<file path="config.mk">
export PLATFORM = sky130hd
export DESIGN_NAME = phys_reg_free_list
export DESIGN_NICKNAME = d
export VERILOG_FILES = /design/src/rtl/phys_reg_free_list.sv
export SDC_FILE = /design/constraint.sdc
export NUM_CORES = 1
export LEC_CHECK = 0
export BUFFER_PORTS_ARGS = -buffer_cell sky130_fd_sc_hd__buf_2
export CORE_MARGIN = 2
export CORE_UTILIZATION = 25
export CTS_CLUSTER_SIZE = 20
export DETAILED_ROUTE_END_ITERATION = 10
export MAX_ROUTING_LAYER = met4
export PLACE_DENSITY = 0.41
export SYNTH_ARGS = -nofsm -noshare
export SYNTH_HDL_FRONTEND = slang
export SYNTH_SLANG_ARGS = --single-unit
</file>
<file path="constraint.sdc">
create_clock -name clock -period 3.7 [get_ports clock]
set_input_delay 0.74 -clock clock [delete_from_list [all_inputs] [get_ports clock]]
set_output_delay 0.74 -clock clock [all_outputs]
set_load 0.01 [all_outputs]
</file>
<file path="src/rtl/phys_reg_free_list.sv">
// Physical register free list: a circular buffer of free tags with speculative and
// committed read pointers, so that a flush restores the allocation state in one cycle.
module phys_reg_free_list #(
   parameter  int REG_FILE_ADDR_WIDTH = 7,
   parameter  int ARCH_REGS           = 32,
   localparam int DEPTH               = 2**REG_FILE_ADDR_WIDTH - ARCH_REGS,
   localparam int CW                  = $clog2(DEPTH + 1)
) (
   input  logic                           clock,
   input  logic                           reset_n,
   input  logic                           alloc_req,
   output logic                           alloc_valid,
   output logic [REG_FILE_ADDR_WIDTH-1:0] alloc_reg,
   input  logic                           commit_alloc,
   input  logic                           free_valid,
   input  logic [REG_FILE_ADDR_WIDTH-1:0] free_reg,
   input  logic                           flush,
   output logic [CW-1:0]                  free_count,
   output logic                           error
);

   localparam int PW = $clog2(DEPTH);

   logic [REG_FILE_ADDR_WIDTH-1:0] buffer_q [DEPTH];
   logic [PW-1:0] spec_head_q, spec_head_d, commit_head_q, commit_head_d, tail_q, tail_d;
   logic [CW-1:0] spec_count_q, spec_count_d, commit_count_q, commit_count_d;
   logic          error_q, error_d;

   logic          alloc_valid_s, outstanding_s, free_nz_s;
   logic          free_ok_s, free_err_s, commit_ok_s, commit_err_s, alloc_ok_s, alloc_err_s;
   logic          buf_we_s;
   logic [PW-1:0] spec_head_adv_s;
   logic [CW-1:0] spec_count_adv_s;

   // DEPTH is not a power of two, so pointers wrap explicitly
   function automatic logic [PW-1:0] ptr_inc(input logic [PW-1:0] p);
      if (p == PW'(DEPTH - 1)) begin
         ptr_inc = {PW{1'b0}};
      end else begin
         ptr_inc = p + PW'(1);
      end
   endfunction

   // Next-state: commit and free resolve first, a flush then rewinds the speculative side
   always_comb begin
      alloc_valid_s = (spec_count_q != {CW{1'b0}});
      outstanding_s = (commit_count_q > spec_count_q);
      free_nz_s     = free_valid && (free_reg != {REG_FILE_ADDR_WIDTH{1'b0}});
      free_ok_s     = free_nz_s && (commit_count_q < CW'(DEPTH));
      free_err_s    = free_nz_s && !free_ok_s;
      commit_ok_s   = commit_alloc && outstanding_s;
      commit_err_s  = commit_alloc && !outstanding_s;
      alloc_ok_s    = alloc_req && alloc_valid_s && !flush;
      alloc_err_s   = alloc_req && !alloc_valid_s && !flush;
      buf_we_s      = free_ok_s;

      if (free_ok_s) begin
         tail_d = ptr_inc(tail_q);
      end else begin
         tail_d = tail_q;
      end

      if (commit_ok_s) begin
         commit_head_d = ptr_inc(commit_head_q);
      end else begin
         commit_head_d = commit_head_q;
      end

      case ({free_ok_s, commit_ok_s})
         2'b10:   commit_count_d = commit_count_q + CW'(1);
         2'b01:   commit_count_d = commit_count_q - CW'(1);
         default: commit_count_d = commit_count_q;
      endcase

      case ({free_ok_s, alloc_ok_s})
         2'b10:   spec_count_adv_s = spec_count_q + CW'(1);
         2'b01:   spec_count_adv_s = spec_count_q - CW'(1);
         default: spec_count_adv_s = spec_count_q;
      endcase

      if (alloc_ok_s) begin
         spec_head_adv_s = ptr_inc(spec_head_q);
      end else begin
         spec_head_adv_s = spec_head_q;
      end

      if (flush) begin
         spec_head_d  = commit_head_d;
         spec_count_d = commit_count_d;
      end else begin
         spec_head_d  = spec_head_adv_s;
         spec_count_d = spec_count_adv_s;
      end

      error_d = error_q | free_err_s | commit_err_s | alloc_err_s;
   end

   // State registers; reset refills the buffer with every tag not identity-mapped
   always_ff @(posedge clock) begin
      if (!reset_n) begin
         for (int i = 0; i < DEPTH; i++) begin
            buffer_q[i] <= REG_FILE_ADDR_WIDTH'(ARCH_REGS + i);
         end
         spec_head_q    <= {PW{1'b0}};
         commit_head_q  <= {PW{1'b0}};
         tail_q         <= {PW{1'b0}};
         spec_count_q   <= CW'(DEPTH);
         commit_count_q <= CW'(DEPTH);
         error_q        <= 1'b0;
      end else begin
         if (buf_we_s) begin
            buffer_q[tail_q] <= free_reg;
         end
         spec_head_q    <= spec_head_d;
         commit_head_q  <= commit_head_d;
         tail_q         <= tail_d;
         spec_count_q   <= spec_count_d;
         commit_count_q <= commit_count_d;
         error_q        <= error_d;
      end
   end

   assign alloc_valid = alloc_valid_s;
   assign alloc_reg   = buffer_q[spec_head_q];
   assign free_count  = spec_count_q;
   assign error       = error_q;

endmodule

</file>
==> results.md <==
- Root buf cell: clkbuf_16
- Router iterations before antenna repair: 7
- Primary FF master, synth: edfxtp_1
- Global Route Usage Sum: 16.0%
- Register area: 0.0278 mm²
- Layout cells sized above 1: 27.1%
- IO buf count: 28
- Reg clk slew, reported paths: 0.06 ns
- Worst path cell trace: buf_12 > buf_16 > buf_4 > mux4_2 > a22oi_2 > nand2_1 > nor3_1 > nor4_1 > buf_4 > buf_2
- Design area: 0.0518 mm²
- Die area: 0.173 mm²
- Status: complete, but fails checks
- Routed wire length: 135 mm
- Fillers: 16600
- Syn avg cell area: 14.4 µm²
- Core ar.: 0.169 mm²
- Dpl cells: 5180
- Actual slew at the worst max-slew pin: 1.19 ns
- Seq cells post-synth: 939
- Avg WL per Cell: 24.9 µm
- Chip width: 415 µm
- Placed inst area: 0.0471 mm²
- Fin cells: 5430
- Layout Nets: 3150
- Dpl ws: -0.00759 ns
- Antenna-violating nets left: 0
- Crit. End Element: output pin
- Buf/Inv on CP: 5
- Max incr delay on CP: 0.53 ns
- Global-route wire length before repair: 198 mm
- Number of synthesized flops with an enable pin: 896
- Clock Path Buffers: 3
- Final Max Tran Viols: 0
- Synth top area cells: edfxtp_1, mux4_2, or3_1
- Initial antenna violation count: 8
- CP Data Arrival Time: 3.10 ns
- Final Cycle Share: 104%
- VDD IR max: 0.307 mV
- Via count: 26000
- Cell family with most CP delay: buffers and inverters
- Sequential share of the synthesized area: 65.6%
- Final Hold Vio Count: 0
- Syn Std Cell Area: 0.0423 mm²
- Post-synth top cells: edfxtp_1, or3_1, and3_1
- P_leak: 17.2 nW
- Synth Net Count: 2964
- Vias per cell: 4.78
- Unique masters post-synth: 60
- RSZ-0062 raised after global routing: yes
- Total power: 27.4 mW
- Top achievable clock speed: 261 MHz
- TNS Setup: -0.720 ns
- CTS sink cnt: 939
- Slew HR: 20.7%
- Layout area overhead: 22.4%
- Detailed Route Iter0 Violations: 1969
- Number of global-route vias before repair: 26700
- Ys Warns: 0
- PwrDens: 529 mW/mm²
- Cell repeated most along the worst path: buf_4
- CP max FO: 16
- Worst hold slack: 0.343 ns
- Row count: 151
- Die Y: 415 µm
- Kind of critical path: flop to output pin
- Worst skew pair latency: 0.72 ns
- CTS tree: done
- Synth Instances: 2932
- Clock Skew: 0.0313 ns
- Grt total ovfl: 0
- Area used by multi-input combinational logic: 0.0139 mm²
- GP Congestion: 0.756
- Residual DRC count: 0
- Final WS setup: -0.137 ns
- Failing checks: setup timing
- # IOs: 29
- HP Class: primary input to flop
- Slowest stage cell on the critical path: mux4_2
- CP startpoint kind: flop
- Util after Layout: 30.7%
- Async set-reset flop share out of synthesis: 0%
- Initial Utilization: 25.1%
- CP required: 2.96 ns
- Largest net degree at the start of global routing: 129
- Final setup violation count: 7
- Count leader, synth: edfxtp_1
- Maxcap violations: 0
- Final Critical Period: 3.84 ns
- Detailed placement HPWL: 80.8 mm
- Num CTS Buffers: 106
- CTS HTree Levels: 3
- Share of the synthesized area in the top cell type: 63.6%
- Yosys top cell by area: edfxtp_1
-- registers in the layout, indices dropped and copies added, names as in the netlist, named ones only --
signal	count
spec_head_q	7
error	1
buffer_q	896
commit_count_q	7
free_count	7
tail_q	7
commit_head_q	7
-- area by class of cell --
| class | count | share of cell area [%] |
|---|---|---|
| inverters | 18 | 0.130 |
| clock inverters | 68 | 1.08 |
| well taps | 2218 | 5.36 |
| multi-input cells | 1645 | 26.8 |
| flip-flops and latches | 939 | 53.6 |
| diodes | 3 | 0.0145 |
| repair buffers | 408 | 7.63 |
| clock buffers | 131 | 5.39 |
-- cell usage in the layout, fill, tap and decap left out, drive strengths merged, types with 74 or more instances in the layout --
master / Yosys / final
edfxtp: 896 / 896
buf: 42 / 400
or3: 370 / 370
and3: 307 / 307
mux4: 168 / 168
clkbuf: 288 / 134
o21ai: 123 / 123
mux2i: 117 / 117
nand2: 105 / 105
nor2: 74 / 74
-- worst register-to-register path: cells and delay by family, from the launching register on --
family | cells | cell delay, ns
fa+ha+maj | 3 | 0.80
xor+xnor | 2 | 0.37
buf+inv | 2 | 0.19
simple gates | 4 | 0.71
compound gates | 5 | 0.84
flops | 1 | 0.33
-- path summary, 6_finish.rpt --
kind                          from          endpoint  slack [ns]  cells past startpoint
setup reg to reg     free_count[1]     free_count[4]        0.35                     16
hold reg to reg   commit_head_q[6]  commit_head_q[6]        0.51                      2
setup / recovery              flop      alloc_reg[1]       -0.14                     10
hold / removal        commit_alloc             error        0.34                      3
-- power by group --
part / total, mW / internal (mW) / switching (mW)
clock: 10.4 / 5.90 / 4.47
combinational: 4.94 / 2.33 / 2.61
sequential: 12.1 / 11.9 / 0.158
-- cell families after synthesis --
| kind of cell | count (synthesis) | share of synthesized area [%] |
|---|---|---|
| and+or+nand+nor | 983 | 13.5 |
| DFF | 939 | 65.6 |
| buffers and inverters | 348 | 3.18 |
| AOI/OAI and AO/OA | 337 | 5.03 |
| muxes | 287 | 11.8 |
| xor gates and xnor gates | 19 | 0.393 |
| adders and majority gates | 19 | 0.579 |
-- routing by layer --
| metal | global-route usage, % | up-vias | part of all wire (%) |
|---|---|---|---|
| met1 | 21.8 | 13500 | 47 |
| met2 | 25.6 | 450 | 48 |
| met4 | 3.29 | 0 | 1.6 |
| li1 | - | 11900 | - |
| met3 | 1.99 | 124 | 3.8 |
| met5 | - | - | 0 |
-- timing repair --
item / CTS / global route
setup buffers: 23 / 14
pin swaps: 13 / 9
endpoints found under the setup margin: 7 / 7
hold buffers: 0 / 0
resized for setup: 113 / 33
cloned: 8 / 3
Note: power is estimated with default switching activity, not from simulation.
